[src/rtl/spi_ws2812_bridge_if.sv]
// Pin bundle between the MSS SPI_0 master side and the WS2812 bridge:
// SPI lines in, LED data line and status flags out.
`timescale 1ns/1ps
interface spi_ws2812_bridge_if;
  logic SPI_SCK;
  logic SPI_SS_N;
  logic SPI_MOSI;
  logic LED_DOUT;
  logic BUSY;
  logic FIFO_OVF;

  modport master (
    output SPI_SCK, SPI_SS_N, SPI_MOSI,
    input  LED_DOUT, BUSY, FIFO_OVF
  );

  modport slave (
    input  SPI_SCK, SPI_SS_N, SPI_MOSI,
    output LED_DOUT, BUSY, FIFO_OVF
  );
endinterface

[src/rtl/spi_ws2812_bridge.sv]
// Write-only SPI slave (mode 0, MSB first) feeding a byte FIFO that is
// re-serialised as WS2812 NRZ bits; an empty FIFO ends the frame with a latch low.
`timescale 1ns/1ps
module spi_ws2812_bridge #(
  parameter int unsigned FIFO_AW   = 4,
  parameter int unsigned BIT_CYC   = 25,
  parameter int unsigned T0H_CYC   = 8,
  parameter int unsigned T1H_CYC   = 16,
  parameter int unsigned LATCH_CYC = 1200
) (
  input logic                 CLK,
  input logic                 RESET,
  spi_ws2812_bridge_if.slave  bus
);

  localparam int unsigned DEPTH   = 2 ** FIFO_AW;
  localparam int unsigned CNT_MAX = (LATCH_CYC > BIT_CYC) ? LATCH_CYC : BIT_CYC;
  localparam int unsigned CW      = $clog2(CNT_MAX);

  typedef logic [CW-1:0]      cnt_t;
  typedef logic [FIFO_AW:0]   ptr_t;
  typedef enum logic [1:0] {IDLE, HIGH, LOW, LATCH} state_t;

  localparam cnt_t BIT_LAST   = cnt_t'(BIT_CYC - 1);
  localparam cnt_t T0H_LAST   = cnt_t'(T0H_CYC - 1);
  localparam cnt_t T1H_LAST   = cnt_t'(T1H_CYC - 1);
  localparam cnt_t LATCH_LAST = cnt_t'(LATCH_CYC - 1);

  // SPI receive path
  logic       sck_meta_q, sck_sync_q, sck_prev_q;
  logic       ss_meta_q, ss_sync_q;
  logic       mosi_meta_q, mosi_sync_q;
  logic [2:0] rx_cnt_q, rx_cnt_d;
  logic [7:0] rx_shreg_q, rx_shreg_d;
  logic       push_q, push_d;
  logic [7:0] push_data_q, push_data_d;
  logic       sck_rise;

  // FIFO
  logic [7:0] mem_q [DEPTH];
  ptr_t       wr_ptr_q, wr_ptr_d;
  ptr_t       rd_ptr_q, rd_ptr_d;
  logic       ovf_q, ovf_d;
  logic       full, empty, push_ok, pop;
  logic [7:0] rd_data;

  // Serialiser
  state_t     state_q, state_d;
  cnt_t       cnt_q, cnt_d;
  logic [2:0] bit_idx_q, bit_idx_d;
  logic [7:0] shreg_q, shreg_d;
  logic       led_q, led_d;
  logic       busy_q, busy_d;
  cnt_t       th_last;

  always_comb begin
    sck_rise    = sck_sync_q & ~sck_prev_q;
    rx_cnt_d    = rx_cnt_q;
    rx_shreg_d  = rx_shreg_q;
    push_d      = 1'b0;
    push_data_d = push_data_q;
    if (ss_sync_q) begin
      rx_cnt_d = '0;
    end else if (sck_rise) begin
      rx_shreg_d = {rx_shreg_q[6:0], mosi_sync_q};
      rx_cnt_d   = rx_cnt_q + 3'd1;
      if (rx_cnt_q == 3'd7) begin
        push_d      = 1'b1;
        push_data_d = {rx_shreg_q[6:0], mosi_sync_q};
      end
    end
  end

  always_comb begin
    empty   = (wr_ptr_q == rd_ptr_q);
    full    = (wr_ptr_q[FIFO_AW] != rd_ptr_q[FIFO_AW]) &&
              (wr_ptr_q[FIFO_AW-1:0] == rd_ptr_q[FIFO_AW-1:0]);
    rd_data = mem_q[rd_ptr_q[FIFO_AW-1:0]];
    // A pop in the same cycle frees the slot the full-FIFO push lands in.
    push_ok  = push_q && (!full || pop);
    wr_ptr_d = wr_ptr_q + ptr_t'(push_ok);
    rd_ptr_d = rd_ptr_q + ptr_t'(pop);
    ovf_d    = ovf_q | (push_q & ~push_ok);
  end

  always_comb begin
    state_d   = state_q;
    cnt_d     = cnt_q;
    bit_idx_d = bit_idx_q;
    shreg_d   = shreg_q;
    led_d     = led_q;
    pop       = 1'b0;
    th_last   = shreg_q[7] ? T1H_LAST : T0H_LAST;
    case (state_q)
      IDLE: begin
        cnt_d = '0;
        led_d = 1'b0;
        if (!empty) begin
          pop       = 1'b1;
          shreg_d   = rd_data;
          bit_idx_d = 3'd7;
          state_d   = HIGH;
          led_d     = 1'b1;
        end
      end
      HIGH: begin
        cnt_d = cnt_q + cnt_t'(1);
        if (cnt_q == th_last) begin
          state_d = LOW;
          led_d   = 1'b0;
        end
      end
      LOW: begin
        cnt_d = cnt_q + cnt_t'(1);
        if (cnt_q == BIT_LAST) begin
          cnt_d = '0;
          if (bit_idx_q != 3'd0) begin
            shreg_d   = {shreg_q[6:0], 1'b0};
            bit_idx_d = bit_idx_q - 3'd1;
            state_d   = HIGH;
            led_d     = 1'b1;
          end else if (!empty) begin
            pop       = 1'b1;
            shreg_d   = rd_data;
            bit_idx_d = 3'd7;
            state_d   = HIGH;
            led_d     = 1'b1;
          end else begin
            state_d = LATCH;
          end
        end
      end
      LATCH: begin
        cnt_d = cnt_q + cnt_t'(1);
        if (cnt_q == LATCH_LAST) begin
          cnt_d   = '0;
          state_d = IDLE;
        end
      end
      default: begin
        state_d = IDLE;
        led_d   = 1'b0;
        cnt_d   = '0;
      end
    endcase
    busy_d = (state_d != IDLE);
  end

  always_ff @(posedge CLK) begin
    if (push_ok) mem_q[wr_ptr_q[FIFO_AW-1:0]] <= push_data_q;
  end

  always_ff @(posedge CLK or posedge RESET) begin
    if (RESET) begin
      sck_meta_q  <= 1'b0;
      sck_sync_q  <= 1'b0;
      sck_prev_q  <= 1'b0;
      ss_meta_q   <= 1'b1;
      ss_sync_q   <= 1'b1;
      mosi_meta_q <= 1'b0;
      mosi_sync_q <= 1'b0;
      rx_cnt_q    <= '0;
      rx_shreg_q  <= '0;
      push_q      <= 1'b0;
      push_data_q <= '0;
      wr_ptr_q    <= '0;
      rd_ptr_q    <= '0;
      ovf_q       <= 1'b0;
      state_q     <= IDLE;
      cnt_q       <= '0;
      bit_idx_q   <= '0;
      shreg_q     <= '0;
      led_q       <= 1'b0;
      busy_q      <= 1'b0;
    end else begin
      sck_meta_q  <= bus.SPI_SCK;
      sck_sync_q  <= sck_meta_q;
      sck_prev_q  <= sck_sync_q;
      ss_meta_q   <= bus.SPI_SS_N;
      ss_sync_q   <= ss_meta_q;
      mosi_meta_q <= bus.SPI_MOSI;
      mosi_sync_q <= mosi_meta_q;
      rx_cnt_q    <= rx_cnt_d;
      rx_shreg_q  <= rx_shreg_d;
      push_q      <= push_d;
      push_data_q <= push_data_d;
      wr_ptr_q    <= wr_ptr_d;
      rd_ptr_q    <= rd_ptr_d;
      ovf_q       <= ovf_d;
      state_q     <= state_d;
      cnt_q       <= cnt_d;
      bit_idx_q   <= bit_idx_d;
      shreg_q     <= shreg_d;
      led_q       <= led_d;
      busy_q      <= busy_d;
    end
  end

  assign bus.LED_DOUT = led_q;
  assign bus.BUSY     = busy_q;
  assign bus.FIFO_OVF = ovf_q;

endmodule

[src/flat_wrapper.sv]
// flat-port wrapper written by rule: the top's interface ports become plain ports
module spi_ws2812_bridge_flat 
#(
  parameter int unsigned FIFO_AW   = 4,
  parameter int unsigned BIT_CYC   = 25,
  parameter int unsigned T0H_CYC   = 8,
  parameter int unsigned T1H_CYC   = 16,
  parameter int unsigned LATCH_CYC = 1200
)
  (CLK, RESET, bus_SPI_SCK, bus_SPI_SS_N, bus_SPI_MOSI, bus_LED_DOUT, bus_BUSY, bus_FIFO_OVF);
  spi_ws2812_bridge_if bus_i ();
  input logic CLK;
  input logic RESET;
  input wire logic [$bits(bus_i.SPI_SCK)-1:0] bus_SPI_SCK;
  input wire logic [$bits(bus_i.SPI_SS_N)-1:0] bus_SPI_SS_N;
  input wire logic [$bits(bus_i.SPI_MOSI)-1:0] bus_SPI_MOSI;
  output wire logic [$bits(bus_i.LED_DOUT)-1:0] bus_LED_DOUT;
  output wire logic [$bits(bus_i.BUSY)-1:0] bus_BUSY;
  output wire logic [$bits(bus_i.FIFO_OVF)-1:0] bus_FIFO_OVF;
  assign bus_i.SPI_SCK = bus_SPI_SCK;
  assign bus_i.SPI_SS_N = bus_SPI_SS_N;
  assign bus_i.SPI_MOSI = bus_SPI_MOSI;
  assign bus_LED_DOUT = bus_i.LED_DOUT;
  assign bus_BUSY = bus_i.BUSY;
  assign bus_FIFO_OVF = bus_i.FIFO_OVF;
  spi_ws2812_bridge #(.FIFO_AW(FIFO_AW), .BIT_CYC(BIT_CYC), .T0H_CYC(T0H_CYC), .T1H_CYC(T1H_CYC), .LATCH_CYC(LATCH_CYC)) u_core (.CLK(CLK), .RESET(RESET), .bus(bus_i));
endmodule
[config.mk]
export PLATFORM = sky130hd
export DESIGN_NAME = spi_ws2812_bridge_flat
export DESIGN_NICKNAME = d
export VERILOG_FILES = /design/src/rtl/spi_ws2812_bridge_if.sv /design/src/rtl/spi_ws2812_bridge.sv /design/src/flat_wrapper.sv
export SDC_FILE = /design/constraint.sdc
export NUM_CORES = 1
export LEC_CHECK = 0
export BUFFER_PORTS_ARGS = -buffer_cell sky130_fd_sc_hd__buf_2
export CAP_MARGIN = 20
export CORE_MARGIN = 2
export CORE_UTILIZATION = 45
export CTS_CLUSTER_SIZE = 8
export DETAILED_ROUTE_END_ITERATION = 10
export PLACE_DENSITY_LB_ADDON = 0.1
export SLEW_MARGIN = 5
export SYNTH_ARGS = -nofsm -noshare
export SYNTH_HDL_FRONTEND = slang
export SYNTH_SLANG_ARGS = --single-unit
export TNS_END_PERCENT = 100
[constraint.sdc]
create_clock -name CLK -period 6.8 [get_ports CLK]
set_input_delay 1.7 -clock CLK [delete_from_list [all_inputs] [get_ports CLK]]
set_output_delay 1.7 -clock CLK [all_outputs]
set_load 0.01 [all_outputs]
Word-level counts from Yosys, hierarchy flattened
Memory sizes are Yosys's and may differ from the RTL's.
Index checks and enable logic that the tools add are counted.
{"block": "totals", "register_bits": 63, "ram_bits": 128, "input_bits": 5, "out_inout_bits": 3, "n_memories": 1}
{"block": "op_classes", "addsub": 5, "n_eq_ne": 13, "mux": 35, "bitwise": 6, "reduce_logical": 14}
{"name": "u_core.mem_q", "depth": 16, "width": 8, "read_ports": 1, "rd_ports_with_merged_regs": 0, "write_ports": 1, "line": "spi_ws2812_bridge.sv:40", "source": "logic [7:0] mem_q [DEPTH];"}
{"op": "$pmux W11 S4", "n": 1}
{"op": "$mux W8", "n": 3}
{"op": "$mux W11", "n": 2}
{"op": "$pmux W8 S2", "n": 1}
{"op": "$mux W3", "n": 5}
{"op": "$mux W1", "n": 12}
{"op": "$mux W2", "n": 6}
{"op": "$add A11 B1 Y11 const B", "n": 1}
{"op": "$eq A11 B11 Y1", "n": 1}
{"op": "$eq A11 B11 Y1 const B", "n": 1}
{"op": "$eq A11 B5 Y1 const B", "n": 1}
{"op": "$add A5 B1 Y5", "n": 2}
{"op": "$pmux W2 S4", "n": 1}
{"op": "$pmux W3 S2", "n": 1}
{"op": "$reduce_bool A2 Y1", "n": 3}
{"op": "$reduce_bool A3 Y1", "n": 2}
{"op": "$eq A5 B5 Y1", "n": 1}
{"op": "$eq A2 B2 Y1 const B", "n": 2}
{"op": "$eq A4 B4 Y1", "n": 1}
{"op": "$mux W4", "n": 1}
{"op": "$ne A2 B1 Y1 const B", "n": 2}
{"op": "$reduce_and A2 Y1", "n": 2}
{"op": "$reduce_and A4 Y1", "n": 1}
{"op": "$add A3 B1 Y3 const B", "n": 1}
{"op": "other kinds (15)", "n": 19}

Longest topological paths before layout
{"block": "logic_depth", "depth_word": 10, "depth_mapped": 14, "ltp_nobuf": 11}

Worst setup path before layout
No wires, ideal clock.
{"block": "synth_path", "kind": "register to register", "startpoint": "reg u_core.state_q[0]", "endpoint": "mem u_core.mem_q[12][0], enable pin", "arrival_ns": 2.595, "slack_ns": 3.810, "stages_incl_launch_ff": 10, "synth_period_minus_slack_ns": 2.990, "cell_sequence": "dfrtp_1 > inv_1 > ha_1 > clkbuf_1 > nand3b_1 > nor4_4 > a2111oi_1 > nand2b_1 > buf_2 > nor4_1"}
{"block": "synth_between", "elab_chain_len": 6, "word_cells_on_any_way": 7, "cone_classes": "1 x eq/ne; 3 x mux; 3 x reduce/logical"}
{"element": "start: declaration", "line": "spi_ws2812_bridge.sv:48", "source": "state_t state_q, state_d;"}
{"element": "start signal: assignment", "line": "spi_ws2812_bridge.sv:190", "source": "state_q <= state_d;"}
{"element": "$eq A2 B2 Y1 / $logic_not A2 Y1 (equally long branches)", "line": "spi_ws2812_bridge.sv:94", "source": "case (state_q)"}
{"element": "$pmux W1 S2 (*)", "line": "spi_ws2812_bridge.sv:94"}
{"element": "$logic_or A1 B1 Y1 (*)", "line": "spi_ws2812_bridge.sv:80", "source": "push_ok = push_q && (!full || pop);"}
{"element": "$logic_and A1 B1 Y1 (*)", "line": "spi_ws2812_bridge.sv:80"}
{"element": "$mux W1 (*)", "line": "spi_ws2812_bridge.sv:150", "source": "if (push_ok) mem_q[wr_ptr_q[FIFO_AW-1:0]] <= push_data_q;"}
{"element": "$mux W1 (implied by the code) (*)", "line": "spi_ws2812_bridge.sv:150"}
{"element": "end: declaration", "line": "spi_ws2812_bridge.sv:40"}
Mark *: on every way between the ends. The rest lies on a longest branch, timed or not.

Worst setup path in the final report
{"block": "layout_path", "startpoint": "reg u_core.rd_ptr_q[0]", "endpoint": "reg u_core.wr_ptr_q[4]"}
{"block": "layout_between", "elab_chain_len": 8, "word_cells_on_any_way": 11, "cone_classes": "1 x add/sub; 2 x eq/ne; 4 x mux; 4 x reduce/logical"}
{"element": "start: declaration", "line": "spi_ws2812_bridge.sv:42", "source": "ptr_t rd_ptr_q, rd_ptr_d;"}
{"element": "start signal: assignment", "line": "spi_ws2812_bridge.sv:188", "source": "rd_ptr_q <= rd_ptr_d;"}
{"element": "$eq A5 B5 Y1", "line": "spi_ws2812_bridge.sv:75", "source": "empty = (wr_ptr_q == rd_ptr_q);"}
{"element": "$mux W1", "line": "spi_ws2812_bridge.sv:98, spi_ws2812_bridge.sv:122"}
{"element": "$mux W1", "line": "spi_ws2812_bridge.sv:117", "source": "if (bit_idx_q != 3'd0) begin"}
{"element": "$mux W1", "line": "spi_ws2812_bridge.sv:115", "source": "if (cnt_q == BIT_LAST) begin"}
{"element": "$pmux W1 S2", "line": "spi_ws2812_bridge.sv:94"}
{"element": "$logic_or A1 B1 Y1 (*)", "line": "spi_ws2812_bridge.sv:80"}
{"element": "$logic_and A1 B1 Y1 (*)", "line": "spi_ws2812_bridge.sv:80"}
{"element": "$add A5 B1 Y5 (*)", "line": "spi_ws2812_bridge.sv:81", "source": "wr_ptr_d = wr_ptr_q + ptr_t'(push_ok);"}
{"element": "via u_core.wr_ptr_d[4]", "line": "spi_ws2812_bridge.sv:41", "source": "ptr_t wr_ptr_q, wr_ptr_d;"}
{"element": "end signal: assignment", "line": "spi_ws2812_bridge.sv:187", "source": "wr_ptr_q <= wr_ptr_d;"}
{"element": "end: declaration", "line": "spi_ws2812_bridge.sv:41"}
Mark *: on every way through the listed nets, which the timed path passes. The rest lies on a longest branch.
A chain may end at the register's enable or synchronous reset.

==> impl_metrics.env <==
export IMPL_max_slew_margin=0.453
export IMPL_yosysTopAreaCellShare=0.480
export IMPL_initial_core_util=0.461
export IMPL_arrival_ns=3.75
export IMPL_peakVddDrop_mv=0.175
export IMPL_tns_ns=0
export IMPL_synth_compound_area_frac=0.0345
export IMPL_die_h_um=137
export IMPL_max_freq_mhz=296
export IMPL_die_area_mm2=0.0189
export IMPL_grt_overflow_total=0
export IMPL_vias=3982
export IMPL_maxCapViolCount=0
export IMPL_synth_simple_gate_area_share=0.0788
export IMPL_p_per_area_mw_per_mm2=334
export IMPL_synthMuxAreaShare=0.140
export IMPL_cts_buffer_depth=2
export IMPL_synth_edf_count=128
export IMPL_cts_buffers=17
export IMPL_via_per_inst=5.47
export IMPL_h_tree_depth=4
export IMPL_tightest_slew_ns=0.818
export IMPL_nNetsFinal=511
export IMPL_synth_fa_ha_area_frac=0.0250
export IMPL_p_leak_nw=3.06
export IMPL_holdBufCountCts=0
export IMPL_drtIter0Drc=349
export IMPL_synth_warnings=0
export IMPL_io_pins=8
export IMPL_core_mm2=0.0174
export IMPL_p_switching_w=0.000872
export IMPL_syn_area_mm2=0.00801
export IMPL_clkPwrFrac=0.323
export IMPL_yosysMostFrequentCell="edfxtp_1"
export IMPL_die_w_um=137
export IMPL_p_comb_frac=0.213
export IMPL_status="finished clean"
export IMPL_dp_cells=695
export IMPL_total_power_w=0.00296
export IMPL_setup_viol=0
export IMPL_tritoncts="done"
export IMPL_grt_pass1_wl_um=23600
export IMPL_port_buffers=7
export IMPL_p_seq_frac=0.464
export IMPL_synth_area_top_cells="edfxtp_1 48%, dfrtp_1 19%, mux4_2 9.0%"
export IMPL_slew_violations=0
export IMPL_hold_class="reg -> reg"
export IMPL_final_core_util=0.510
export IMPL_hold_viol=0
export IMPL_synth_distinct_cells=50
export IMPL_switching_share=0.295
export IMPL_critPathKind="reg -> reg"
export IMPL_fin_worst_skew_ns=0.0206
export IMPL_row_count=48
export IMPL_synth_avg_cell_area_um2=16.7
export IMPL_drive_above_1_share=0.237
export IMPL_place_hpwl_um=9780
export IMPL_critPathLaunchType="flop"
export IMPL_syn_inst=479
export IMPL_clock_sinks=191
export IMPL_cp_end_kind="flop"
export IMPL_num_antenna_cells=0
export IMPL_grt_pass1_vias=4091
export IMPL_grt_usage=0.174
export IMPL_p_int_w=0.00208
export IMPL_synth_fp_nets=500
export IMPL_synth_top_area_cell="edfxtp_1"
export IMPL_synth_commonest_cells="128 x edfxtp_1, 61 x dfrtp_1, 32 x mux4_2, 25 x nor2_1, 22 x mux2_2"
export IMPL_routedWlPerCell_um=20.6
export IMPL_final_area_mm2=0.00886
export IMPL_synthToLayoutAreaGrowth_pct=10.6
export IMPL_first_pass_iters=4
export IMPL_synth_main_ff_cell="edfxtp_1"
export IMPL_synth_top_family_by_area="multiplexers"
export IMPL_synthArstFlopShare=0.330
export IMPL_synth_seq_area_share=0.677
export IMPL_cts_root_buffer="clkbuf_16"
export IMPL_post_route_period_util=0.498
export IMPL_drt_total_wl_um=15000
export IMPL_cts_setup_buffers=0
export IMPL_worstSkewPairLatency_ns=0.43
export IMPL_cp_max_fo=34
export IMPL_period_needed_ns=3.38
export IMPL_fin_cells=728
export IMPL_clk_pin_slew_worst_paths_ns=0.07
export IMPL_drc_errors=0
export IMPL_ys_ff_latch=191
export IMPL_gp_congestion=0.772
export IMPL_antenna_found_initial=0
export IMPL_nFillCells=1440
export IMPL_drtAntennaViolNets=0
export IMPL_synth_xor_xnor_area_share=0.0252
export IMPL_rsz0062_at_grt="no"
export IMPL_grt_max_degree=64
export IMPL_placed_area_mm2=0.00828
export IMPL_cts_resized=0
export IMPL_crit_required_ns=7.16
state kept, by name, summed over array words and instances, names as in the netlist:
signal / flops
u_core.bus.FIFO_OVF: 1
u_core.mosi_meta_q: 1
u_core.bit_idx_q: 3
u_core.rx_shreg_q: 7
u_core.rx_cnt_q: 3
u_core.shreg_q: 8
u_core.mosi_sync_q: 1
u_core.cnt_q: 11
u_core.bus.LED_DOUT: 1
u_core.sck_prev_q: 1
u_core.mem_q: 128
u_core.bus.BUSY: 1
u_core.ss_meta_q: 1
u_core.sck_meta_q: 1
u_core.state_q: 2
u_core.ss_sync_q: 1
u_core.push_q: 1
u_core.push_data_q: 8
u_core.sck_sync_q: 1
u_core.wr_ptr_q: 5
u_core.rd_ptr_q: 5
layer usage:
metal,share of wire,vias to the layer above,global-route usage
met5,0,-,0
met4,0.0079,0,0.0584
met3,0.028,9,0.0353
met2,0.48,48,0.269
met1,0.48,2052,0.247
li1,-,1873,-
critical path, stage by stage (launching register included):
cell       delay (ns)
dfrtp_2          0.34
buf_4            0.53
xnor2_1          0.19
nand4_1          0.25
a2111oi_1        0.53
nand2b_1         0.69
inv_1            0.10
ha_1             0.23
ha_1             0.20
nand3_1          0.10
xnor2_1          0.12
final cells by class:
class	instances	area, µm²	share of cell area
Clock buffer	17	425	0.0480
Timing Repair Buffer	18	115	0.0130
Clock inverter	15	150	0.0170
Inverter	9	33.8	0.00381
Sequential cell	191	5420	0.612
Multi-Input combinational cell	253	2430	0.274
Tap cell	225	282	0.0318
logic make-up after synthesis:
logic type	after synthesis
buffers and inverters	35
multiplexers	69
AO/OA/AOI/OAI	36
AND/OR/NAND/NOR	109
XOR/XNOR	23
flip-flops	191
adder cells (fa/ha/maj)	16
through the flow:
step                hold slack, ns  worst slack (ns)
floorplan                    0.331              3.53
global placement             0.342              3.38
detailed placement           0.339              3.30
CTS                          0.357              3.27
global route                 0.363              3.01
finish                       0.356              3.42
worst paths after layout:
check                                        startpoint                      endpoint  slack [ns]  depth (start not counted)
min reg2reg                u_core.mosi_meta_q$_DFF_PP0_  u_core.mosi_sync_q$_DFF_PP0_        0.36                          0
max reg2reg                u_core.rd_ptr_q[0]$_DFF_PP0_  u_core.wr_ptr_q[4]$_DFF_PP0_        3.42                         10
min                        u_core.mosi_meta_q$_DFF_PP0_  u_core.mosi_sync_q$_DFF_PP0_        0.36                          0
max                        u_core.rd_ptr_q[0]$_DFF_PP0_  u_core.wr_ptr_q[4]$_DFF_PP0_        3.42                         10
max in group asynchronous                         RESET  u_core.rd_ptr_q[0]$_DFF_PP0_        4.71                          3
min in group asynchronous                         RESET     u_core.cnt_q[0]$_DFF_PP0_        1.50                          3
placed cells by master, fill, tap and decap left out, types with 3 or more instances in the layout:
| cell type | count |
|---|---|
| edfxtp_1 | 128 |
| dfrtp_1 | 60 |
| mux4_2 | 32 |
| nor2_1 | 25 |
| mux2_2 | 22 |
| nand2_1 | 17 |
| clkbuf_16 | 17 |
| ha_1 | 16 |
| mux2i_1 | 15 |
| xnor2_1 | 14 |
| buf_4 | 10 |
| nand2b_1 | 9 |
| xor2_1 | 9 |
| nor4_1 | 8 |
| inv_1 | 8 |
| nor3_1 | 8 |
| nand3_1 | 8 |
| nor3_2 | 8 |
| buf_2 | 8 |
| a221o_1 | 7 |
| a21oi_1 | 6 |
| o31ai_1 | 4 |
| and2_1 | 4 |
| inv_6 | 4 |
| inv_8 | 4 |
| nor2b_1 | 3 |
| nand4_1 | 3 |
| clkinv_4 | 3 |
power groups by stage:
stage	Clock [W]	Combinational, W	Sequential, W
6_report	0.000955	0.000629	0.00137
5_1_grt	0.00102	0.000697	0.00138
4_1_cts	0.000986	0.000644	0.00137
3_5_place_dp	0	0.000642	0.00140
3_3_place_gp	0	0.000635	0.00140
2_1_floorplan	0	0.000524	0.00137
Power figures use the tool's default switching activity.
